[config.mk]
export PLATFORM = sky130hd
export DESIGN_NAME = param_johnson_counter
export DESIGN_NICKNAME = d
export VERILOG_FILES = /design/src/rtl/param_johnson_counter.sv
export SDC_FILE = /design/constraint.sdc
export NUM_CORES = 1
export LEC_CHECK = 0
export ABC_AREA = 1
export BUFFER_PORTS_ARGS = -buffer_cell sky130_fd_sc_hd__buf_2
export CAP_MARGIN = 20
export CORE_AREA = 4 4 42 44
export DETAILED_ROUTE_END_ITERATION = 7
export DIE_AREA = 0 0 46 48
export PLACE_DENSITY = 0.81
export SYNTH_ARGS = -nofsm -noshare
export SYNTH_HDL_FRONTEND = slang
export SYNTH_SLANG_ARGS = --single-unit
[constraint.sdc]
create_clock -name clk -period 5.8 [get_ports clk]
set_input_delay 1.16 -clock clk [delete_from_list [all_inputs] [get_ports clk]]
set_output_delay 1.16 -clock clk [all_outputs]
set_load 0.01 [all_outputs]
[src/rtl/param_johnson_counter.sv]
// param_johnson_counter
//   Parameterised Johnson (twisted-ring) counter with a sequence of 2*WIDTH codes.
//   It supports forward and reverse stepping and parallel load. It also provides a
//   registered phase index of the current code, a wrap pulse when the counter
//   returns to all-zeros, and an error pulse.
//   Optional build macro: JOHNSON_SELF_CORRECT_EN
//     When defined, illegal codes are detected on load and before every step.
//     The counter is then forced to all-zeros and err pulses.
//     When undefined, no checking logic exists and err is constant 0.
module param_johnson_counter #(
    parameter int WIDTH = 4,
    localparam int PW = $clog2(2 * WIDTH)
) (
    input  logic             clk,
    input  logic             reset,
    input  logic             en,
    input  logic             dir,
    input  logic             load,
    input  logic [WIDTH-1:0] load_val,
    output logic [WIDTH-1:0] out,
    output logic [PW-1:0]    phase,
    output logic             wrap,
    output logic             err
);

    // Position of a legal code within the forward sequence.
    // Codes on the filling half (all-zeros, or MSB set) sit at their popcount.
    // Codes on the draining half sit at WIDTH plus their zero count,
    // i.e. 2*WIDTH minus their popcount.
    function automatic logic [PW-1:0] phase_of(input logic [WIDTH-1:0] code);
        logic [31:0] ones;
        ones = 32'd0;
        for (int i = 0; i < WIDTH; i++) begin
            ones = ones + {31'd0, code[i]};
        end
        if ((code == {WIDTH{1'b0}}) || code[WIDTH-1]) begin
            return PW'(ones);
        end else begin
            return PW'(32'(2 * WIDTH) - ones);
        end
    endfunction

`ifdef JOHNSON_SELF_CORRECT_EN
    // A Johnson code has at most one boundary between adjacent bits.
    function automatic logic code_legal(input logic [WIDTH-1:0] code);
        logic [31:0] edges;
        edges = 32'd0;
        for (int i = 0; i < WIDTH - 1; i++) begin
            edges = edges + {31'd0, code[i] ^ code[i+1]};
        end
        return (edges <= 32'd1);
    endfunction
`endif

    logic [WIDTH-1:0] out_r;
    logic [WIDTH-1:0] step_s;
    logic [WIDTH-1:0] nxt_out_s;
    logic [PW-1:0]    phase_r;
    logic [PW-1:0]    nxt_phase_s;
    logic             wrap_r;
    logic             nxt_wrap_s;
`ifdef JOHNSON_SELF_CORRECT_EN
    logic             err_r;
    logic             nxt_err_s;
`endif

    // One ring step from the current code in the direction sampled this cycle.
    always_comb begin
        step_s = out_r;
        if (dir) begin
            step_s = {out_r[WIDTH-2:0], ~out_r[WIDTH-1]};
        end else begin
            step_s = {~out_r[0], out_r[WIDTH-1:1]};
        end
    end

    // Next-state selection with priority load > step > hold.
    always_comb begin
        nxt_out_s   = out_r;
        nxt_phase_s = phase_r;
        nxt_wrap_s  = 1'b0;
`ifdef JOHNSON_SELF_CORRECT_EN
        nxt_err_s   = 1'b0;
        if (load) begin
            if (code_legal(load_val)) begin
                nxt_out_s   = load_val;
                nxt_phase_s = phase_of(load_val);
            end else begin
                nxt_out_s   = {WIDTH{1'b0}};
                nxt_phase_s = {PW{1'b0}};
                nxt_err_s   = 1'b1;
            end
        end else if (en) begin
            if (code_legal(out_r)) begin
                nxt_out_s   = step_s;
                nxt_phase_s = phase_of(step_s);
                nxt_wrap_s  = (out_r != {WIDTH{1'b0}}) && (step_s == {WIDTH{1'b0}});
            end else begin
                nxt_out_s   = {WIDTH{1'b0}};
                nxt_phase_s = {PW{1'b0}};
                nxt_err_s   = 1'b1;
            end
        end else begin
            nxt_out_s   = out_r;
            nxt_phase_s = phase_r;
        end
`else
        if (load) begin
            nxt_out_s   = load_val;
            nxt_phase_s = phase_of(load_val);
        end else if (en) begin
            nxt_out_s   = step_s;
            nxt_phase_s = phase_of(step_s);
            nxt_wrap_s  = (out_r != {WIDTH{1'b0}}) && (step_s == {WIDTH{1'b0}});
        end else begin
            nxt_out_s   = out_r;
            nxt_phase_s = phase_r;
        end
`endif
    end

    // State and output registers with synchronous reset.
    always_ff @(posedge clk) begin
        if (reset) begin
            out_r   <= {WIDTH{1'b0}};
            phase_r <= {PW{1'b0}};
            wrap_r  <= 1'b0;
`ifdef JOHNSON_SELF_CORRECT_EN
            err_r   <= 1'b0;
`endif
        end else begin
            out_r   <= nxt_out_s;
            phase_r <= nxt_phase_s;
            wrap_r  <= nxt_wrap_s;
`ifdef JOHNSON_SELF_CORRECT_EN
            err_r   <= nxt_err_s;
`endif
        end
    end

    assign out   = out_r;
    assign phase = phase_r;
    assign wrap  = wrap_r;
`ifdef JOHNSON_SELF_CORRECT_EN
    assign err   = err_r;
`else
    assign err   = 1'b0;
`endif

endmodule

==> impl_results.md, run 1 <==
* Reg2Reg Setup Slack at 3.30 ns
* Ports at 18
* Pwr dens at 215 nW/um2
* Hold path depth at 2
* First-pass GRT wire length at 2170 um
* Worst-path clk slew at 0.06 ns
* Register area share after synthesis at around 22%
* Xor/xnor share of the synthesized area at 0%
* Die footprint at 2210 um2
* Vias/cell at about 5.2
* Chip height at 48 um
* CTS Buf Count at 3
* Clk_skew at 0.00534 ns
* Status: completed
* Area of the core at 1440 um2
* Final Hold Fails at 0
* Std-Cell Rows at 14
* Max clock buf depth at 2
* Largest net degree at the start of global routing at 11
* Main area contributors after synthesis: dfxtp_1, ha_1, inv_1, nand2_1, fa_1
* Startpoint Class: input port
* R2R depth at 12
* WL per Instance at 10.7 um
* Final Max Tran Viols at 0
* Crit path required time at 5.94 ns
* Final Hold Slack at around 0.54 ns
* Placed cell count at 132
* Post-CTS Setup Inserts at 0
* Yosys reg bits at 8
* Post-synthesis net count at ~120
* Setup_tns at 0 ns
* Gr usage total at 13.7%
* Arr. time, crit path at 3.35 ns
* Initial Util at 49.7%
* Clk sinks at 8
* # resized after CTS at 0
* RR Startpoint: out[0]
* Synth Area in Compound Gates at around 14%
* ANT cells at 0
* Root Driver: clkbuf_4
* Leak pwr at 0.475 nW
* Clock power share at 24.3%
* Synth Area in Adders at roughly a fifth
* TritonCTS clock tree: built
* Most common cell after layout, fill and taps aside: inv_1
* Grt ovf at 0
* Endpoint class of the critical path: flip-flop
* Synthesized area at approximately 700 um2
* Synthesized area per cell at 7.00 um2
* Worst IR Drop VDD at 0.105 mV
* RePlAce Congestion at 0.787
* Worst-Skew Late Latency at roughly 0.26 ns
* Internal power at 113 uW
* HP Class: reg -> reg
* CP Max Fanout at 5
* Most frequent cells in the layout: inv_1, nand2_1, buf_2
* Tcrit/Tclk final at around 55%
* Layout Nets at 140
* Mux cell area share after synthesis at 0%
* Via count at 705
* Hpwl dp at around 1200 um
* # port buffers at 16
* Sw Share at a little over a third
* Router iterations before antenna repair at 4
* Library cells used by synthesis at 27
* WS Path Type: in -> reg
* Final setup violation count at 0
* Htree depth at 1
* Synth Area in Simple Gates at between 20% and 30%
* Yosys top cell area share at 22.4%
* Post-synth top area cell: dfxtp_1
* Cell count after synthesis at 102
* Comb power frac at 39.6%
* Fmax at 312 MHz
* Number of synthesis warnings at 0
* Setup crit start: dir
* Die width at 46 um
* Largest family of logic cells by synthesized area: simple AND/OR/NAND/NOR gates
* Finished Layout Cells at 135
* Drt total wl at about 1400 um
* Share of cells above drive strength 1 at 22.7%
* Post-DRT Antenna Nets at 0
* Max Cap Viol at 0
* Critical Path End: phase[1]
* # DRC at 0
* Switch Pwr at 63.9 uW
* Flop pwr share at 36.2%
* Hold buffer count at cts at 0
* Layout Area Growth over Synthesis at 15.1%
* Final min period at 3.21 ns
* RSZ-0062 raised after global routing: no
* Reg2reg end: phase[1]
* Initial drt markers at 12
* Number of global-route vias before repair at 558
* Antenna violations before repair at 0
## how the worst min path moves through the flow
stage / from / to / slack (ns)
floorplan: phase[2] / phase[2] / 0.55
global placement: phase[1] / phase[1] / 0.52
detailed placement: phase[1] / phase[1] / 0.54
CTS: phase[1] / phase[1] / 0.56
global route: phase[1] / phase[1] / 0.59
finish: phase[1] / phase[1] / 0.54
## power groups by stage
stage | Clock, mW | Sequential [mW] | Combinational, mW
floorplan | 0 | 0.0665 | 0.0499
global placement | 0 | 0.0645 | 0.0674
detailed placement | 0 | 0.0650 | 0.0705
CTS | 0.0440 | 0.0637 | 0.0709
global route | 0.0462 | 0.0642 | 0.0808
finish | 0.0429 | 0.0639 | 0.0699
## cell families after synthesis
| kind of cell | Yosys count |
|---|---|
| adders and majority gates | 10 |
| and+or+nand+nor | 38 |
| DFF | 8 |
| AOI/OAI and AO/OA | 16 |
| other | 1 |
| buffers and inverters | 29 |
## sequential cells by signal (all words and copies together) (netlist names)
signal,flops
out,4
phase,3
wrap,1
## metal layers
layer  part of all wire, %  up-vias  GRT usage [%]
met4                  0.69        0           10.2
met5                     0        -              0
met3                   2.2        2           1.13
met2                    52       10           24.2
met1                    45      332           15.3
li1                      -      361              -
## layout make-up
cell class	count	area, um2
Multi-Input combinational cell	65	438
Fill cell	140	614
Clock buffer	3	22.5
Sequential cell	8	160
Timing Repair Buffer	16	80.1
Inverter	27	101
Tap cell	16	20.0
## critical path, cell delays in order
cell and delay (ns):
buf_2 0.11, inv_2 0.06, or2_0 0.18, o21ai_0 0.17, inv_1 0.12, fa_1 0.49, ha_1 0.20, ha_1 0.27
inv_1 0.05, ha_1 0.28, inv_1 0.05, nand3_1 0.07, nand3_1 0.08, a21oi_1 0.06
## Yosys cell counts
master and n:
a21oi_1 4, a22oi_1 4, and2_4 1, buf_4 2, conb_1 1, dfxtp_1 8, fa_1 2, ha_1 8
inv_1 26, inv_2 1, nand2_1 16, nand2_2 3, nand3_1 6, nand3_2 1, nand3b_1 1, nand4_1 1
nor2_1 4, nor2_2 1, nor2_4 1, nor3_1 1, nor4_1 1, o211ai_1 1, o21a_1 1, o21ai_0 1
o22ai_1 4, o31ai_1 1, or2_0 1
## per-stage QoR
step | setup WS, ns | instance area, um2 | total power [mW] | util, %
after floorplan | 2.62 | 714 | 0.116 | -
after global placement | 2.37 | 800 | 0.132 | 55.7
after detailed placement | 2.32 | 800 | 0.136 | 55.7
after CTS | 2.58 | 822 | 0.179 | 57.2
after global routing | 2.45 | 822 | 0.191 | 57.2
final | 2.59 | 822 | 0.177 | 57.2
Note: power is estimated with default switching activity, not from simulation.
==> inputs of run 2 (changes only) <==
--- a/config.mk
+++ b/config.mk
@@ -8,10 +8,10 @@
 export ABC_AREA = 1
 export BUFFER_PORTS_ARGS = -buffer_cell sky130_fd_sc_hd__buf_2
 export CAP_MARGIN = 20
-export CORE_AREA = 4 4 42 44
+export CORE_AREA = 4 4 43 45
 export DETAILED_ROUTE_END_ITERATION = 7
-export DIE_AREA = 0 0 46 48
-export PLACE_DENSITY = 0.81
+export DIE_AREA = 0 0 47 49
+export PLACE_DENSITY = 0.77
 export SYNTH_ARGS = -nofsm -noshare
 export SYNTH_HDL_FRONTEND = slang
 export SYNTH_SLANG_ARGS = --single-unit
==> constraint.sdc (replaced) <==
create_clock -name clk -period 3.02 [get_ports clk]
set_input_delay 0.604 -clock clk [delete_from_list [all_inputs] [get_ports clk]]
set_output_delay 0.604 -clock clk [all_outputs]
set_load 0.01 [all_outputs]
==> run 2 against run 1 <==
Effect of this change:
- cell area unchanged
- clock power rose by 93%
- utilization is 1.4 points lower
- worst hold slack worse by 0.016 ns
- final cell count is the same
- critical endpoint unchanged
==> impl_results.md, run 2 (synthesis gave the netlist of run 1 again) <==
* Status: completed
* Final setup violation count at 0 (unchanged)
* Fmax at 376 MHz
* RSZ-0062 raised after global routing: no
* Final Hold Slack at 0.529 ns (-0.0157 ns)
* Max clock buf depth at 2 (unchanged)
* Post-CTS Setup Inserts at 0 (unchanged)
* RePlAce Congestion at 0.784 (-0.46%)
* Clk_skew at 0.00544 ns (+0.0000984 ns)
* Max Cap Viol at 0 (unchanged)
* Final Hold Fails at 0 (unchanged)
* Std-Cell Rows at 14 (unchanged)
* Sw Share at 36.2% (about the same)
* Worst-path clk slew at 0.06 ns (about the same)
* Placed Area at 800 um2 (unchanged)
* Max FFs per register at 4 (unchanged)
* Die footprint at 2300 um2 (+4.3%)
* Most frequent cells in the layout: inv_1, nand2_1, buf_2
* Htree depth at 1 (unchanged)
* Final Max Tran Viols at 0 (unchanged)
* Ports at 18 (unchanged)
* Layout Nets at 140 (unchanged)
* Crit path required time at 3.16 ns (-2.78 ns)
* Startpoint Class: input port
* Layout Area Growth over Synthesis at 15.1% (unchanged)
* Router iterations before antenna repair at 7 (+3)
* # DRC at 0 (unchanged)
* Setup_tns at 0 ns (unchanged)
* CTS Buf Count at 3 (unchanged)
* Grt ovf at 0 (unchanged)
* Largest net degree at the start of global routing at 11 (unchanged)
* Internal power at 216 uW (+92%)
* Chip height at 49 um (+2.1%)
* Share of cells above drive strength 1 at 22.7% (unchanged)
* Clock power share at 24.4% (about the same)
* Post-layout instance area at 822 um2 (unchanged)
* Area of the core at 1470 um2 (+2.4%)
* TritonCTS clock tree: built
* Comb power frac at 39.5% (about the same)
* # port buffers at 16 (unchanged)
* Hold buffer count at cts at 0 (unchanged)
* Root Driver: clkbuf_4
* Pwr dens at 412 nW/um2 (+92%)
* Initial drt markers at 23 (+11)
* # resized after CTS at 0 (unchanged)
* Die width at 47 um (+2.2%)
* Worst-Skew Late Latency at 0.26 ns (about the same)
* Switch Pwr at 122 uW (+92%)
* ANT cells at 0 (unchanged)
* Initial Util at 48.6% (-1.2 points)
* Most common cell after layout, fill and taps aside: inv_1
* Endpoint class of the critical path: flip-flop
* Drt total wl at 1440 um (-0.42%)
* Via count at 691 (-2.0%)
* CP Max Fanout at 5 (unchanged)
* HP Class: reg -> reg
* First-pass GRT wire length at 2350 um (+8.6%)
* Antenna violations before repair at 0 (unchanged)
* Tcrit/Tclk final at 88.1%
* Flop pwr share at 36.1% (about the same)
* Arr. time, crit path at 2.80 ns (-0.55 ns)
* Leak pwr at 0.475 nW (unchanged)
* Hpwl dp at 1240 um (-0.55%)
* Vias/cell at 5.12 (-2.0%)
* Gr usage total at 13.3% (-0.38 points)
* Post-DRT Antenna Nets at 0 (unchanged)
* Number of global-route vias before repair at 601 (+7.7%)
* Clk sinks at 8 (unchanged)
* Total Power at 339 uW (+92%)
* WL per Instance at 10.7 um (-0.42%)
* WS Path Type: in -> reg
* Final min period at 2.66 ns
* Worst IR Drop VDD at 0.174 mV (+65%)
[run 2: cell counts in the layout (fill, tap and decap cells not counted)]
Identical to the previous run, type by type.
[run 2: per-layer routing]
layer	wire length [um]	GRT usage (%)	part of all wire, %	vias up
li1	-	-	-	359
met2	758	23.3	53	18
met3	76	1.11	5.3	2
met4	14	6.91	0.97	0
met1	590	15.1	41	312
met5	0	0	0	-
[run 2: layout make-up]
type | count | area (um2)
multi-input combinational | 65 | 438
timing repair buffer | 16 | 80.1
inverter | 27 | 101
fill | 150 | 649
sequential | 8 | 160
clock buffer | 3 | 22.5
tap | 16 | 20.0
[run 2: through the flow]
stage / setup slack [ns] / instances / utilization [%]
floorplan: 0.393 / 102 / -
global placement: 0.144 / 132 / 54.3
detailed placement: 0.0927 / 132 / 54.3
CTS: 0.359 / 135 / 55.9
global route: 0.164 / 135 / 55.9
finish: 0.360 / 135 / 55.9
[run 2: final timing paths]
check,cells past startpoint,slack [ns],start,endpoint
min,2,0.53,phase[1],phase[1]
min reg2reg,2,0.53,phase[1],phase[1]
max reg2reg,11,0.52,out[2],phase[1]
max,14,0.36,dir,phase[1]
[run 2: critical path, cell delays in order]
cell	delay, ns
buf_2	0.12
inv_2	0.06
or2_0	0.19
o21ai_0	0.17
inv_1	0.12
fa_1	0.49
ha_1	0.20
ha_1	0.27
inv_1	0.05
ha_1	0.28
inv_1	0.05
nand3_1	0.07
nand3_1	0.09
a21oi_1	0.06
[run 2: power groups by stage]
stage | clock network (mW) | logic, mW | registers, mW
final | 0.0828 | 0.134 | 0.122
after global routing | 0.0893 | 0.156 | 0.124
after CTS | 0.0853 | 0.135 | 0.122
after detailed placement | 0 | 0.134 | 0.124
after global placement | 0 | 0.130 | 0.124
after floorplan | 0 | 0.0958 | 0.128
==> inputs of run 3 (changes only) <==
--- a/config.mk
+++ b/config.mk
@@ -8,10 +8,10 @@
 export ABC_AREA = 1
 export BUFFER_PORTS_ARGS = -buffer_cell sky130_fd_sc_hd__buf_2
 export CAP_MARGIN = 20
-export CORE_AREA = 4 4 43 45
+export CORE_AREA = 4 4 44 46
 export DETAILED_ROUTE_END_ITERATION = 7
-export DIE_AREA = 0 0 47 49
-export PLACE_DENSITY = 0.77
+export DIE_AREA = 0 0 48 50
+export PLACE_DENSITY = 0.74
 export SYNTH_ARGS = -nofsm -noshare
 export SYNTH_HDL_FRONTEND = slang
 export SYNTH_SLANG_ARGS = --single-unit
==> run 3 against run 2 <==
Effect of this change:
- sequential share of layout area decreased by 0.18 points
- first-iteration DRC count shrank 65%
- final cell count is 0.74% higher
- largest cell class unchanged
- fmax rose by 0.80%
- register-to-register slack about the same
- sequential power about the same
- die area grew 4.2%
- critical path type unchanged
- sequential cell count stayed put
- count of clock-buffer cells in the layout unchanged
- via count grew 0.43%
- clock power rose by 8.3%
==> impl_results.md, run 3 (synthesis gave the netlist of run 1 again) <==
* Largest net degree at the start of global routing at 11 (unchanged)
* Final Hold Fails at 0 (unchanged)
* Final Max Tran Viols at 0 (unchanged)
* Htree depth at 1 (unchanged)
* Leak pwr at 0.480 nW (+0.97%)
* # port buffers at 16 (unchanged)
* CTS Buf Count at 3 (unchanged)
* Share of cells above drive strength 1 at 23.3% (+0.64 points)
* CP Max Fanout at 5 (unchanged)
* Gr usage total at 15.2% (+1.9 points)
* Die footprint at 2400 um2 (+4.2%)
* Max FFs per register at 4 (unchanged)
* HP Class: reg -> reg
* Startpoint Class: input port
* Fmax at 379 MHz (+0.80%)
* M3 GR Usage at 5.45% (+4.3 points)
* First-pass GRT wire length at 2630 um (+12%)
* Root Driver: clkbuf_4
* WS Path Type: in -> reg
* Most common cell after layout, fill and taps aside: inv_1
* Worst IR Drop VDD at 0.239 mV (+37%)
* Die width at 48 um (+2.1%)
* Endpoint class of the critical path: flip-flop
* Clk sinks at 8 (unchanged)
* Status: completed
* Ports at 18 (unchanged)
* Hold buffer count at cts at 0 (unchanged)
* Initial drt markers at 8 (-65%)
* GR Util met2 at 22.7% (-0.62 points)
* Router iterations before antenna repair at 4 (-3)
* RSZ-0062 raised after global routing: no
* Crit path required time at 3.17 ns (about the same)
* Via count at 694 (+0.43%)
* Worst-path clk slew at 0.06 ns (about the same)
* Max clock buf depth at 2 (unchanged)
* Met1 usage at 19.6% (+4.5 points)
* Final setup violation count at 0 (unchanged)
* Clk_skew at 0.00242 ns (-0.00302 ns)
* Total Power at 349 uW (+2.9%)
* Max Cap Viol at 0 (unchanged)
* Hpwl dp at 1190 um (-4.4%)
* Std-Cell Rows at 14 (unchanged)
* Final min period at 2.64 ns (-0.0212 ns)
* Most frequent cells in the layout: inv_1, nand2_1, buf_2
* Tcrit/Tclk final at 87.4% (-0.70 points)
* WL per Instance at 11.6 um (+8.4%)
* Antenna violations before repair at 0 (unchanged)
* Post-DRT Antenna Nets at 0 (unchanged)
* Setup_tns at 0 ns (unchanged)
* Arr. time, crit path at 2.79 ns (about the same)
* # resized after CTS at 0 (unchanged)
* Worst-Skew Late Latency at 0.27 ns (about the same)
* Post-CTS Setup Inserts at 0 (unchanged)
* # DRC at 0 (unchanged)
* Layout Nets at 141 (+0.71%)
* TritonCTS clock tree: built
* ANT cells at 0 (unchanged)
* Drt total wl at 1570 um (+9.2%)
* Vias/cell at 5.10 (-0.30%)
* Grt ovf at 0 (unchanged)
* RePlAce Congestion at 0.830 (+5.9%)
* Chip height at 50 um (+2.0%)
* Pwr dens at 420 nW/um2 (+2.0%)
* Area of the core at 1510 um2 (+2.4%)
* Layout Area Growth over Synthesis at 16.1%
* Grt peak-use layer: met2
* Number of global-route vias before repair at 621 (+3.3%)
* Initial Util at 47.4% (-1.1 points)
-- run 3: cell types whose count changed in the layout (fill, tap and decap cells not counted) --
cell / before / now
buf_4: 0 / 1
-- run 3: critical path: stages --
cell	delay (ns)
buf_2	0.12
inv_2	0.06
or2_0	0.19
o21ai_0	0.14
inv_1	0.11
fa_1	0.49
ha_1	0.20
ha_1	0.26
inv_1	0.05
ha_1	0.28
inv_1	0.06
nand3_1	0.08
nand3_1	0.09
a21oi_1	0.06
-- run 3: final timing paths --
path | slack (ns) | endpoint | startpoint | depth (start not counted)
setup / recovery | 0.38 | phase[1] | dir | 14
hold / removal | 0.55 | phase[1] | phase[1] | 2
setup reg to reg | 0.53 | phase[1] | out[0] | 12
hold reg to reg | 0.55 | phase[1] | phase[1] | 2
-- run 3: layout make-up --
type	count	area, um2
fillers	155	677
multi-input cells	65	438
flip-flops and latches	8	160
inverters	27	101
repair buffers	17	87.6
clock buffers	3	22.5
well taps	16	20.0
-- run 3: per-stage QoR --
| stage | cell area, um2 | setup WS, ns | util, % | std cells | hold slack [ns] |
|---|---|---|---|---|---|
| floorplan | 714 | 0.393 | - | 102 | 0.553 |
| global placement | 807 | 0.193 | 53.6 | 133 | 0.521 |
| detailed placement | 807 | 0.151 | 53.6 | 133 | 0.542 |
| CTS | 830 | 0.347 | 55.1 | 136 | 0.552 |
| global route | 830 | 0.206 | 55.1 | 136 | 0.565 |
| finish | 830 | 0.381 | 55.1 | 136 | 0.551 |
-- run 3: where the power goes --
part | switching (mW) | total, mW | internal [mW]
registers | 0.00790 | 0.123 | 0.115
clock network | 0.0437 | 0.0897 | 0.0460
logic | 0.0792 | 0.136 | 0.0571
-- run 3: layer usage --
layer / part of all wire (%) / vias up / wire length [um]
met2: 45 / 22 / 709
li1: - / 361 / -
met5: 0 / - / 0
met1: 46 / 306 / 725
met3: 7.4 / 5 / 117
met4: 1.3 / 0 / 21
